`src/rtl/pingpong_pkg.sv`:
```
// pingpong_pkg: shared width default and state encoding for the ping-pong buffer
package pingpong_pkg;
  localparam int WIDTH = 16;
  typedef enum logic [1:0] {
    ST_EMPTY = 2'd0,
    ST_ONE   = 2'd1,
    ST_FULL  = 2'd2
  } state_e;
endpackage

```
`src/rtl/pingpong_buf_16b.sv`:
```
// pingpong_buf_16b: two-bank ping-pong buffer whose banks and read pointer drive an external 2:1 mux
module pingpong_buf_16b
  import pingpong_pkg::*;
#(
  parameter int WIDTH = pingpong_pkg::WIDTH
) (
  input  logic             clk,
  input  logic             rst,
  input  logic             flush,
  input  logic             in_valid,
  input  logic [WIDTH-1:0] in_data,
  output logic             in_ready,
  input  logic             out_ready,
  output logic             out_valid,
  output logic [WIDTH-1:0] a_o,
  output logic [WIDTH-1:0] b_o,
  output logic             s_o,
  output logic [1:0]       count_o
);
  state_e           state_q, state_d;
  logic             wptr_q, rptr_q;
  logic [WIDTH-1:0] bank0_q, bank1_q;
  logic             push, pop;
  assign out_valid = (state_q == ST_ONE) || (state_q == ST_FULL);
  assign in_ready  = (state_q != ST_FULL) && !rst;
  assign push      = in_valid && in_ready;
  assign pop       = out_valid && out_ready;
  assign a_o       = bank0_q;
  assign b_o       = bank1_q;
  assign s_o       = rptr_q;
  assign count_o   = state_q == ST_FULL ? 2'd2 : state_q == ST_ONE ? 2'd1 : 2'd0;
  // next occupancy; flush wins over any push/pop, the unused encoding falls back to empty
  always_comb begin
    state_d = flush                 ? ST_EMPTY :
              state_q == ST_EMPTY   ? (push ? ST_ONE : ST_EMPTY) :
              state_q == ST_ONE     ? (push && !pop ? ST_FULL : !push && pop ? ST_EMPTY : ST_ONE) :
              state_q == ST_FULL    ? (pop ? ST_ONE : ST_FULL) :
                                      ST_EMPTY;
  end
  // occupancy, pointers and banks; flush clears pointers but leaves bank contents intact
  always_ff @(posedge clk) begin
    if (rst) begin
      state_q <= ST_EMPTY;
      wptr_q  <= 1'b0;
      rptr_q  <= 1'b0;
      bank0_q <= '0;
      bank1_q <= '0;
    end else if (flush) begin
      state_q <= ST_EMPTY;
      wptr_q  <= 1'b0;
      rptr_q  <= 1'b0;
    end else begin
      state_q <= state_d;
      if (push) wptr_q <= ~wptr_q;
      if (pop) rptr_q <= ~rptr_q;
      if (push && !wptr_q) bank0_q <= in_data;
      if (push && wptr_q) bank1_q <= in_data;
    end
  end
endmodule

```
`config.mk`:
```
export PLATFORM = sky130hd
export DESIGN_NAME = pingpong_buf_16b
export DESIGN_NICKNAME = d
export VERILOG_FILES = /design/src/rtl/pingpong_pkg.sv /design/src/rtl/pingpong_buf_16b.sv
export SDC_FILE = /design/constraint.sdc
export NUM_CORES = 1
export LEC_CHECK = 0
export ABC_AREA = 1
export ABC_CLOCK_PERIOD_IN_PS = 1400
export BUFFER_PORTS_ARGS = -buffer_cell sky130_fd_sc_hd__buf_4
export CAP_MARGIN = 20
export CORE_AREA = 5 5 69 71
export CTS_CLUSTER_DIAMETER = 120
export DETAILED_ROUTE_END_ITERATION = 6
export DIE_AREA = 0 0 74 76
export PLACE_DENSITY_LB_ADDON = 0.08
export SETUP_SLACK_MARGIN = 0.3
export SYNTH_ARGS = -nofsm -noshare
export SYNTH_HDL_FRONTEND = slang
export SYNTH_SLANG_ARGS = --single-unit
```
`constraint.sdc`:
```
create_clock -name clk -period 1.4 [get_ports clk]
set_input_delay 0 -clock clk [delete_from_list [all_inputs] [get_ports clk]]
set_output_delay 0 -clock clk [all_outputs]
set_load 0.05 [all_outputs]
```
**After elaboration in Yosys (flattened, before gate mapping)**

Index checks and enable logic that the tools add are counted.

- Flip-flop bits (word level): 36
- Latch bits: 0
- Memory bits (writable): 0
- Bits in read-only memories: 0
- Output and inout bits: 37
- Memories kept: 0

- $add $sub $neg: 0
- Multiply operators: 0
- Divide/modulo/power cells: 0
- Magnitude comparators: 0
- Equal/unequal tests: 3
- Shift operators: 0
- Multiplexer cells: 9
- Bitwise logic cells: 3
- Reductions and logical operators: 16

Operators by type and width:

| cell | number |
|---|---|
| two-way mux 2 bit | 6 |
| logical AND 1 bit | 7 |
| logical NOT 1 bit | 4 |
| AND reduction 2 bit | 2 |
| two-way mux 1 bit | 3 |
| NOT 1 bit | 3 |
| equality test 2 x 1 -> 1 bit, second input constant | 1 |
| equality test 2 bit, second input constant | 1 |
| logical NOT 2 bit | 1 |
| inequality test 2 bit, second input constant | 1 |
| OR reduction 2 bit | 1 |
| logical OR 1 bit | 1 |

**Depth between registers and ports, before layout**

Gate-level depths: netlist of run 1.

- Word-level depth: 9
- Depth in mapped cells: 10

**Worst setup path before layout of run 1**

OpenSTA, ideal clock, no wires.

- Kind: register to register
- Start: register state_q[0]
- End: register bank0_q[10], in the netlist a_o[10]
- Setup time: 143 ps
- Data arrival time: 1771 ps
- Required time: 1257 ps
- Setup slack: -515 ps
- Stages on the path, launching flop included: 11
- Path buffers: 2
- Cells stage by stage: dfxtp_1 -> inv_1 -> ha_1 -> nor2_8 -> nand2_4 -> inv_4 -> buf_8 -> nand3_4 -> buf_12 -> nand2_2 -> a21oi_2

- Word-level cells in the longest chain between the ends: 5

Ends and longest elaborated chain:

| item | line | source |
|---|---|---|
| start: declaration | pingpong_buf_16b.sv:20 | `state_e state_q, state_d;` |
| start signal: assignment | pingpong_buf_16b.sv:53 | `state_q <= state_d;` |
| inequality test 2 bit | pingpong_buf_16b.sv:25 | `assign in_ready = (state_q != ST_FULL) && !rst;` |
| logical AND 1 bit | pingpong_buf_16b.sv:25 |  |
| named net in_ready | pingpong_buf_16b.sv:12 | `output logic in_ready,` |
| logical AND 1 bit | pingpong_buf_16b.sv:26 | `assign push = in_valid && in_ready;` |
| logical AND 1 bit | pingpong_buf_16b.sv:56 | `if (push && !wptr_q) bank0_q <= in_data;` |
| AND reduction 2 bit (no source line) | - |  |
| end signal: assignment | pingpong_buf_16b.sv:56 |  |
| end: declaration | pingpong_buf_16b.sv:22 | `logic [WIDTH-1:0] bank0_q, bank1_q;` |

The timed path passes the listed nets, and every way through them passes these cells.
A chain may end at the register's enable or synchronous reset.

**Worst setup path in the final report of run 1**

- Start: register state_q[0]
- End: register bank1_q[15], in the netlist b_o[15]

- Word-level cells in the longest chain between the ends: 5

Ends and longest elaborated chain:

| item | line | source |
|---|---|---|
| inequality test 2 bit | pingpong_buf_16b.sv:25 |  |
| logical AND 1 bit | pingpong_buf_16b.sv:25 |  |
| logical AND 1 bit | pingpong_buf_16b.sv:26 |  |
| logical AND 1 bit | pingpong_buf_16b.sv:57 | `if (push && wptr_q) bank1_q <= in_data;` |
| AND reduction 2 bit (no source line) | - |  |
| end signal: assignment | pingpong_buf_16b.sv:57 |  |
| end: declaration | pingpong_buf_16b.sv:22 |  |

No other way between the ends.

==> out/summary.md, run 1 <==
Layout
• **ratio of cells with drive above 1 in the final layout** 0.495
• **highest-count cells in the layout ignoring fill and taps** 65 x sky130_fd_sc_hd__buf_4, 34 x sky130_fd_sc_hd__dfxtp_1, 33 x sky130_fd_sc_hd__nor2_1, 18 x sky130_fd_sc_hd__dlygate4sd3_1, 17 x sky130_fd_sc_hd__nand2_2
• **Design Area, Final** 2580 sq um
• **final layout net count** 296
• **leading cell type in the layout, fill and taps excluded** sky130_fd_sc_hd__buf_4
• **area added between synthesis and finish** 67.6%
• **total inserted antenna cells** 0

STA
• **headroom to the max-slew limit** 0.679
• **Tcrit/Tclk final** 0.994
• **final number of hold-violating endpoints** 0
• **min Tclk post-route** 1390 ps
• **Max Clock Skew** 2.03 ps
• **total of endpoints with negative setup slack in the final report** 0
• **unrepaired setup endpoints after global routing** true
• **pins over their slew limit** 0
• **worst hold-check slack** 188 ps
• **Final TNS setup** 0 ps
• **final setup margin** 8.26 ps
• **achievable frequency** 719 MHz
• **Slew @ Worst Pin** 480 ps

Worst setup path
• **Critical Path Start Type** flip-flop
• **slowest cell on the critical path** sky130_fd_sc_hd__dfxtp_2
• **arrival time of data at the critical path endpoint** 1620 ps
• **required time of the worst setup path** 1630 ps
• **Crit Path Max Fanout** 8
• **chain of cells forming the critical path** inv_2, ha_4, nor2_8, nand2_4, inv_8, buf_6, nand3_4, inv_6, nor2_1, nor2_1
• **highest cell delay on the worst timing path** 340 ps
• **most common cell type on the critical path** sky130_fd_sc_hd__nor2_1
• **Critical Path End Type** flip-flop
• **Crit Path Class** flip-flop to flip-flop

Floorplan
• **std cell rows** 24
• **Initial Util** 0.368
• **Die Outline Area** 5620 sq um
• **Core Area** 4170 sq um
• **Die Width** 74 um
• **floorplan die height** 76 um
• **num ports** 58

Routing
• **iteration count of the initial detailed-routing pass** 4
• **routed length per instance** 14.6 um
• **WL met2** 2270 um
• **Detail Route Antenna Nets** 0
• **met3 wirelength from detailed routing** 321 um
• **vias** 1588
• **first-iteration detailed-routing DRC count** 103
• **Remaining DRCs** 0
• **uppermost routed layer** met4
• **WL final** 4740 um
• **Met1 Wirelength** 2060 um
• **Via density** 4.89

Place
• **port buffer count** 57
• **placer's final routability congestion estimate** 0.800
• **post-place setup slack** 18.5 ps
• **Final HPWL DP** 3100 um
• **Post-DP Area** 1990 sq um

Power
• **clock group share of total power** 0.340
• **combinational share of power** 0.185
• **share of total power consumed by net switching** 0.271
• **Switch Pwr** 0.605 mW
• **Int Power** 1.63 mW
• **relative contribution of sequential cells to total power** 0.474
• **total power of the final layout** 2.23 mW
• **leakage component of the power** 1.06 nW
• **Cell Pwr Density** 867 nW/um^2
• **Peak VDD IR** 0.000475 V

Logic synthesis
• **warning count from the yosys run** 0
• **synthesized instance count** 177
• **post-synth net total** 201
• **synthesized cell area** 1540 sq um
• **count of different cell masters after synthesis** 24
• **syn_area_per_cell** 8.69 sq um
• **number of register bits inferred by synthesis** 36
• **share of synthesized area occupied by flip-flops and latches** 0.469

Global route
• **number of antenna violations at the first check in global routing** 0
• **via count of the first global-routing pass** 1574
• **first-pass GRT wire length** 7100 um
• **Remaining Overflow, GRT** 0
• **combined global-route utilization of all metal layers** 0.163
• **largest net degree at the start of global routing** 23

Clocking
• **later-pin clock latency in the skew report** 290 ps
• **Clock Path Buffers** 2
• **CTS buffer count** 5
• **H-tree Lvls** 2
• **CTS tree** done
• **clock transition time at the flip-flop clock pins of the worst setup and hold paths** 70 ps
• **root buffer selected by CTS** sky130_fd_sc_hd__clkbuf_8
• **Clock Sink Count** 36

Status
• **outcome** finished clean

Job
• **# Max-Cap Violations** 0

Min path
• **worst min-delay path class** input port to flip-flop

layout make-up:
cell class              count  area, sq um
clock buffers               8         90.1
fillers                   361         1600
inverters                  11         61.3
multi-input cells         123          803
flip-flops and latches     36          726
well taps                  52         65.1
repair buffers             94          823
repair inverters            1         8.76
cells by family (layout without fill, tap and decap cells):
| logic type | Yosys count | in the layout | synth area share |
|---|---|---|---|
| AND/OR/NAND/NOR | 82 | 85 | 0.279 |
| adder cells (fa/ha/maj) | 3 | 3 | 0.0244 |
| buffers and inverters | 21 | 114 | 0.0871 |
| AO/OA/AOI/OAI | 34 | 34 | 0.135 |
| flip-flops | 36 | 36 | 0.469 |
| XOR/XNOR | 1 | 1 | 0.00570 |
synthesized netlist by cell type, drive strengths merged:
library cell | n | area [sq um]
buf | 6 | 73.8
o21ai | 16 | 80.1
clkbuf | 4 | 15.0
dfxtp | 36 | 721
nand4 | 16 | 100
nor4 | 1 | 6.26
xor2 | 1 | 8.76
nand3 | 4 | 45.0
ha | 3 | 37.5
clkinv | 1 | 5.00
nand2 | 27 | 134
inv | 10 | 40.1
nor2 | 34 | 144
a21oi | 18 | 128
layer usage:
metal	up-vias	GRT usage
met5	-	0
met4	0	0.0761
met3	7	0.0422
met2	54	0.265
met1	741	0.197
li1	786	-
power groups by stage:
stage | Combinational, mW | Clock, mW | Sequential [mW]
after floorplan | 0.133 | 0 | 1.15
after global routing | 0.441 | 0.807 | 1.06
after detailed placement | 0.301 | 0 | 1.08
after global placement | 0.300 | 0 | 1.08
final | 0.414 | 0.760 | 1.06
after CTS | 0.398 | 0.781 | 1.06
critical path: cells and delay by family, from the launching register on:
kind | cells | cell delay [ps]
buf+inv | 4 | 360
fa+ha+maj | 1 | 170
simple gates | 5 | 460
flops | 1 | 340
sequential cells by signal, summed over array words and instances (netlist names):
name and flops:
a_o 16, b_o 16, s_o 1, state_q 2
wptr_q 1
through the flow:
step | utilization | instances
2_1_floorplan | - | 177
3_3_place_gp | 0.477 | 280
3_5_place_dp | 0.477 | 280
4_1_cts | 0.595 | 320
5_1_grt | 0.618 | 325
6_report | 0.618 | 325
repair_timing:
action	CTS	global route
setup endpoints to repair	38	40
buffers inserted	10	4
endpoints found under the hold margin	19	0
gates resized for setup	21	20
cloned	4	1
hold buffers	18	0
pin swaps	15	12
worst paths after layout:
kind                                       startpoint              endpoint  slack [ps]  cells past startpoint
worst max-delay path            state_q[0]$_SDFF_PP0_  b_o[15]$_SDFFE_PP0P_           8                     10
worst max register to register  state_q[0]$_SDFF_PP0_  b_o[15]$_SDFFE_PP0P_           8                     10
worst min register to register   a_o[15]$_SDFFE_PP0P_  a_o[15]$_SDFFE_PP0P_         460                      2
worst min-delay path                              rst  a_o[15]$_SDFFE_PP0P_         190                      3
No activity file was read; power rests on OpenSTA's default activity.
==> run 2: changes to the inputs <==
Settings changed: MAX_ROUTING_LAYER set to met4.
==> run 2 against run 1 <==
Against the previous run: utilization unchanged; clock power about the same; critical endpoint unchanged; die area unchanged; first-iteration DRC count grew 0.97%; setup slack got worse by 3.6 ps; flip-flop and latch count unchanged; critical path depth unchanged; largest power group unchanged; worst hold slack got worse by 0.70 ps.
==> out/summary.md, run 2 (same netlist as run 1, synthesis figures left out) <==
Routing
• **first-iteration detailed-routing DRC count** 104
• **routed length per instance** 14.6 um
• **iteration count of the initial detailed-routing pass** 4
• **Detail Route Antenna Nets** 0
• **WL final** 4760 um
• **Via density** 4.94
• **Remaining DRCs** 0
• **vias** 1605

STA
• **Tcrit/Tclk final** 0.997
• **pins over their slew limit** 0
• **Slew @ Worst Pin** 479 ps
• **total of endpoints with negative setup slack in the final report** 0
• **achievable frequency** 717 MHz
• **Max Clock Skew** 2.13 ps
• **unrepaired setup endpoints after global routing** true
• **headroom to the max-slew limit** 0.680
• **final number of hold-violating endpoints** 0
• **worst hold-check slack** 187 ps
• **Final TNS setup** 0 ps
• **min Tclk post-route** 1400 ps

Floorplan
• **std cell rows** 24
• **Core Area** 4170 sq um
• **num ports** 58
• **Die Width** 74 um
• **floorplan die height** 76 um
• **Initial Util** 0.368
• **Die Outline Area** 5620 sq um

Worst setup path
• **Crit Path Max Fanout** 8
• **Critical Path End Type** flip-flop
• **Buffers & Inverters on Critical Path** 4
• **most common cell type on the critical path** sky130_fd_sc_hd__nor2_1
• **slowest cell on the critical path** sky130_fd_sc_hd__dfxtp_2
• **highest cell delay on the worst timing path** 340 ps
• **chain of cells forming the critical path** inv_2, ha_4, nor2_8, nand2_4, inv_8, buf_6, nand3_4, inv_6, nor2_1, nor2_1
• **cell family contributing the most delay on the critical path** simple AND/OR/NAND/NOR gates
• **required time of the worst setup path** 1630 ps
• **Critical Path Start Type** flip-flop
• **arrival time of data at the critical path endpoint** 1620 ps
• **Crit Path Class** flip-flop to flip-flop

Layout
• **area added between synthesis and finish** 67.6%
• **leading cell type in the layout, fill and taps excluded** sky130_fd_sc_hd__buf_4
• **final core area utilization** 0.618
• **ratio of cells with drive above 1 in the final layout** 0.495
• **total inserted antenna cells** 0
• **non-filler cells, final** 325
• **final layout net count** 296
• **highest-count cells in the layout ignoring fill and taps** 65 x sky130_fd_sc_hd__buf_4, 34 x sky130_fd_sc_hd__dfxtp_1, 33 x sky130_fd_sc_hd__nor2_1, 18 x sky130_fd_sc_hd__dlygate4sd3_1, 17 x sky130_fd_sc_hd__nand2_2

Global route
• **Remaining Overflow, GRT** 0
• **number of antenna violations at the first check in global routing** 0
• **via count of the first global-routing pass** 1574
• **first-pass GRT wire length** 7100 um
• **combined global-route utilization of all metal layers** 0.168
• **largest net degree at the start of global routing** 23

Status
• **outcome** finished clean

Clocking
• **Clock Path Buffers** 2
• **CTS buffer count** 5
• **root buffer selected by CTS** sky130_fd_sc_hd__clkbuf_8
• **H-tree Lvls** 2
• **CTS tree** done
• **later-pin clock latency in the skew report** 290 ps
• **Clock Sink Count** 36
• **clock transition time at the flip-flop clock pins of the worst setup and hold paths** 70 ps

Power
• **share of total power consumed by net switching** 0.271
• **Switch Pwr** 0.605 mW
• **clock group share of total power** 0.340
• **combinational share of power** 0.186
• **total power of the final layout** 2.23 mW
• **Int Power** 1.63 mW
• **Peak VDD IR** 0.000477 V
• **Cell Pwr Density** 867 nW/um^2
• **relative contribution of sequential cells to total power** 0.474
• **leakage component of the power** 1.06 nW

Place
• **placer's final routability congestion estimate** 0.812
• **Final HPWL DP** 3100 um
• **Post-Place Cells** 280
• **port buffer count** 57

Job
• **# Max-Cap Violations** 0

Min path
• **worst min-delay path class** input port to flip-flop

run 2: worst min-delay path: stages:
cell and delay (ps):
sky130_fd_sc_hd__buf_4 140, sky130_fd_sc_hd__buf_4 250, sky130_fd_sc_hd__a21oi_2 40
run 2: cell type report:
class / instances / area (sq um)
Clock buffer: 8 / 90.1
Fill cell: 361 / 1600
Timing Repair Buffer: 94 / 823
Multi-Input combinational cell: 123 / 803
Timing Repair inverter: 1 / 8.76
Inverter: 11 / 61.3
Tap cell: 52 / 65.1
Sequential cell: 36 / 726
run 2: what timing repair did:
action,in CTS,in global routing
endpoints found under the hold margin,19,0
gates cloned,4,1
endpoints found under the setup margin,38,40
hold buffers,18,0
pin swaps,15,12
setup buffers,10,4
resized for setup,21,20
run 2: power groups by stage:
stage / registers (mW) / logic (mW) / clock network, mW
floorplan: 1.15 / 0.133 / 0
global placement: 1.08 / 0.300 / 0
detailed placement: 1.08 / 0.301 / 0
CTS: 1.06 / 0.398 / 0.781
global route: 1.06 / 0.441 / 0.807
finish: 1.06 / 0.415 / 0.760
run 2: final timing paths:
kind                               from  slack (ps)                   end  cells after the start
hold reg to reg    a_o[15]$_SDFFE_PP0P_         460  a_o[15]$_SDFFE_PP0P_                      2
hold / removal                      rst         190  a_o[15]$_SDFFE_PP0P_                      3
setup / recovery  state_q[0]$_SDFF_PP0_           5  b_o[15]$_SDFFE_PP0P_                     10
setup reg to reg  state_q[0]$_SDFF_PP0_           5  b_o[15]$_SDFFE_PP0P_                     10
run 2: metal layers:
metal / GRT usage / vias to the layer above / wire length [um]
met1: 0.205 / 745 / 2090
li1: - / 789 / -
met5: - / - / 0
met4: 0.0761 / 0 / 93
met3: 0.0290 / 7 / 290
met2: 0.265 / 64 / 2280
run 2: through the flow:
stage	instance area, sq um	setup WS (ps)
2_1_floorplan	1560	-192
3_3_place_gp	1990	64.2
3_5_place_dp	1990	18.5
4_1_cts	2480	65.9
5_1_grt	2580	-68.4
6_report	2580	4.61
==> run 3: changes to the inputs <==
Settings changed: PLACE_DENSITY_LB_ADDON 0.08 to 0.05.
==> run 3 against run 2 <==
Against the previous run: largest cell class is now multi-input combinational cells; maximum frequency grew 1.4%; setup slack gained 19 ps; largest power group unchanged; first-iteration DRC count decreased by 1.9%.
==> out/summary.md, run 3 (same netlist as run 1, synthesis figures left out) <==
Worst setup path
• **chain of cells forming the critical path** inv_4, ha_4, nor2_8, nand2_4, buf_4, buf_6, nand2_4, nand2_2, nor4_2
• **worst reg2reg path endpoint** state_q[1]$_SDFF_PP0_
• **Critical Path End Type** flip-flop
• **Crit Path Max Fanout** 3
• **WP depth** 9
• **arrival time of data at the critical path endpoint** 1560 ps
• **Critical Path Start Type** flip-flop
• **Crit Path Class** flip-flop to flip-flop
• **capture point of the critical path** state_q[1]$_SDFF_PP0_
• **crit path launch** state_q[0]$_SDFF_PP0_
• **highest cell delay on the worst timing path** 360 ps
• **Buffers & Inverters on Critical Path** 3
• **most common cell type on the critical path** sky130_fd_sc_hd__nand2_4
• **slowest cell on the critical path** sky130_fd_sc_hd__dfxtp_2
• **count of cells along the worst register-to-register path** 9
• **required time of the worst setup path** 1580 ps
• **source of the worst register-to-register timing path** state_q[0]$_SDFF_PP0_
• **Worst R2R Setup Slack** 20 ps
• **cell family contributing the most delay on the critical path** simple AND/OR/NAND/NOR gates

STA
• **worst hold-check slack** 194 ps
• **min Tclk post-route** 1380 ps
• **Tcrit/Tclk final** 0.983
• **total of endpoints with negative setup slack in the final report** 0
• **Max Clock Skew** 1.99 ps
• **Final TNS setup** 0 ps
• **final setup margin** 23.9 ps
• **final number of hold-violating endpoints** 0
• **achievable frequency** 727 MHz
• **Slew @ Worst Pin** 498 ps
• **pins over their slew limit** 0
• **unrepaired setup endpoints after global routing** true
• **headroom to the max-slew limit** 0.667

Layout
• **final layout net count** 296
• **total inserted antenna cells** 0
• **leading cell type in the layout, fill and taps excluded** sky130_fd_sc_hd__buf_4
• **highest-count cells in the layout ignoring fill and taps** 65 x sky130_fd_sc_hd__buf_4, 34 x sky130_fd_sc_hd__dfxtp_1, 26 x sky130_fd_sc_hd__nor2_1, 17 x sky130_fd_sc_hd__dlygate4sd3_1, 16 x sky130_fd_sc_hd__nand4_1
• **non-filler cells, final** 325
• **area added between synthesis and finish** 75.8%
• **ratio of cells with drive above 1 in the final layout** 0.568

Place
• **placer's final routability congestion estimate** 0.829
• **post-place setup slack** -5.82 ps
• **Post-Place Cells** 280
• **Final HPWL DP** 3070 um
• **port buffer count** 57

Clocking
• **clock transition time at the flip-flop clock pins of the worst setup and hold paths** 70 ps
• **H-tree Lvls** 2
• **Clock Path Buffers** 2
• **CTS tree** done
• **CTS buffer count** 5
• **Clock Sink Count** 36
• **root buffer selected by CTS** sky130_fd_sc_hd__clkbuf_8
• **later-pin clock latency in the skew report** 280 ps

Power
• **Switch Pwr** 0.616 mW
• **leakage component of the power** 1.11 nW
• **combinational share of power** 0.193
• **Int Power** 1.63 mW
• **Peak VDD IR** 0.000498 V
• **clock group share of total power** 0.336
• **Cell Pwr Density** 833 nW/um^2
• **share of total power consumed by net switching** 0.274
• **relative contribution of sequential cells to total power** 0.471

Global route
• **via count of the first global-routing pass** 1570
• **largest net degree at the start of global routing** 23
• **number of antenna violations at the first check in global routing** 0
• **combined global-route utilization of all metal layers** 0.182
• **Remaining Overflow, GRT** 0
• **first-pass GRT wire length** 7600 um

Routing
• **Via density** 4.88
• **routed length per instance** 15.1 um
• **Remaining DRCs** 0
• **first-iteration detailed-routing DRC count** 102
• **iteration count of the initial detailed-routing pass** 4
• **Detail Route Antenna Nets** 0
• **WL final** 4920 um
• **vias** 1586

Floorplan
• **Initial Util** 0.368
• **Core Area** 4170 sq um
• **num ports** 58
• **Die Outline Area** 5620 sq um
• **std cell rows** 24
• **floorplan die height** 76 um
• **Die Width** 74 um

Job
• **# Max-Cap Violations** 0

Status
• **outcome** finished clean

Min path
• **worst min-delay path class** input port to flip-flop

run 3: power groups by stage:
stage | Clock, mW | Sequential (mW) | Combinational [mW]
4_1_cts | 0.770 | 1.06 | 0.391
5_1_grt | 0.837 | 1.06 | 0.460
3_5_place_dp | 0 | 1.08 | 0.303
6_report | 0.756 | 1.06 | 0.433
3_3_place_gp | 0 | 1.08 | 0.300
2_1_floorplan | 0 | 1.15 | 0.133
run 3: final cells by class:
class,count,area (sq um)
inverters,11,73.8
flip-flops and latches,36,726
well taps,52,65.1
fillers,350,1470
repair buffers,94,828
multi-input cells,123,911
clock buffers,8,90.1
repair inverters,1,8.76
run 3: how the worst min path moves through the flow:
stage	start	end	slack, ps	depth (start not counted)
3_5_place_dp	in_data[3]	b_o[3]$_SDFFE_PP0P_	260	3
6_report	rst	a_o[4]$_SDFFE_PP0P_	190	3
4_1_cts	in_valid	wptr_q$_SDFFE_PP0P_	150	5
5_1_grt	rst	a_o[8]$_SDFFE_PP0P_	200	3
3_3_place_gp	in_data[4]	b_o[4]$_SDFFE_PP0P_	260	3
2_1_floorplan	in_data[10]	b_o[10]$_SDFFE_PP0P_	150	2
run 3: what timing repair did:
item	4_1_cts	5_1_grt
hold buffers	17	0
endpoints found under the hold margin	17	0
setup buffers	9	6
pin swaps	16	22
gates resized for setup	21	51
gates cloned	5	0
setup endpoints to repair	38	40
run 3: through the flow:
step	total power, mW	utilization	cell area (sq um)
finish	2.25	0.647	2700
global route	2.36	0.647	2700
CTS	2.22	0.588	2450
detailed placement	1.39	0.477	1990
global placement	1.38	0.477	1990
floorplan	1.28	-	1560
run 3: per-layer routing:
metal,GRT usage,wire length [um]
met5,-,0
met4,0.0543,67
met3,0.0488,304
met2,0.289,2530
met1,0.222,2010
run 3: tightest hold or removal path, stage by stage:
cell	delay [ps]
sky130_fd_sc_hd__buf_4	120
sky130_fd_sc_hd__buf_4	270
sky130_fd_sc_hd__a21oi_2	40
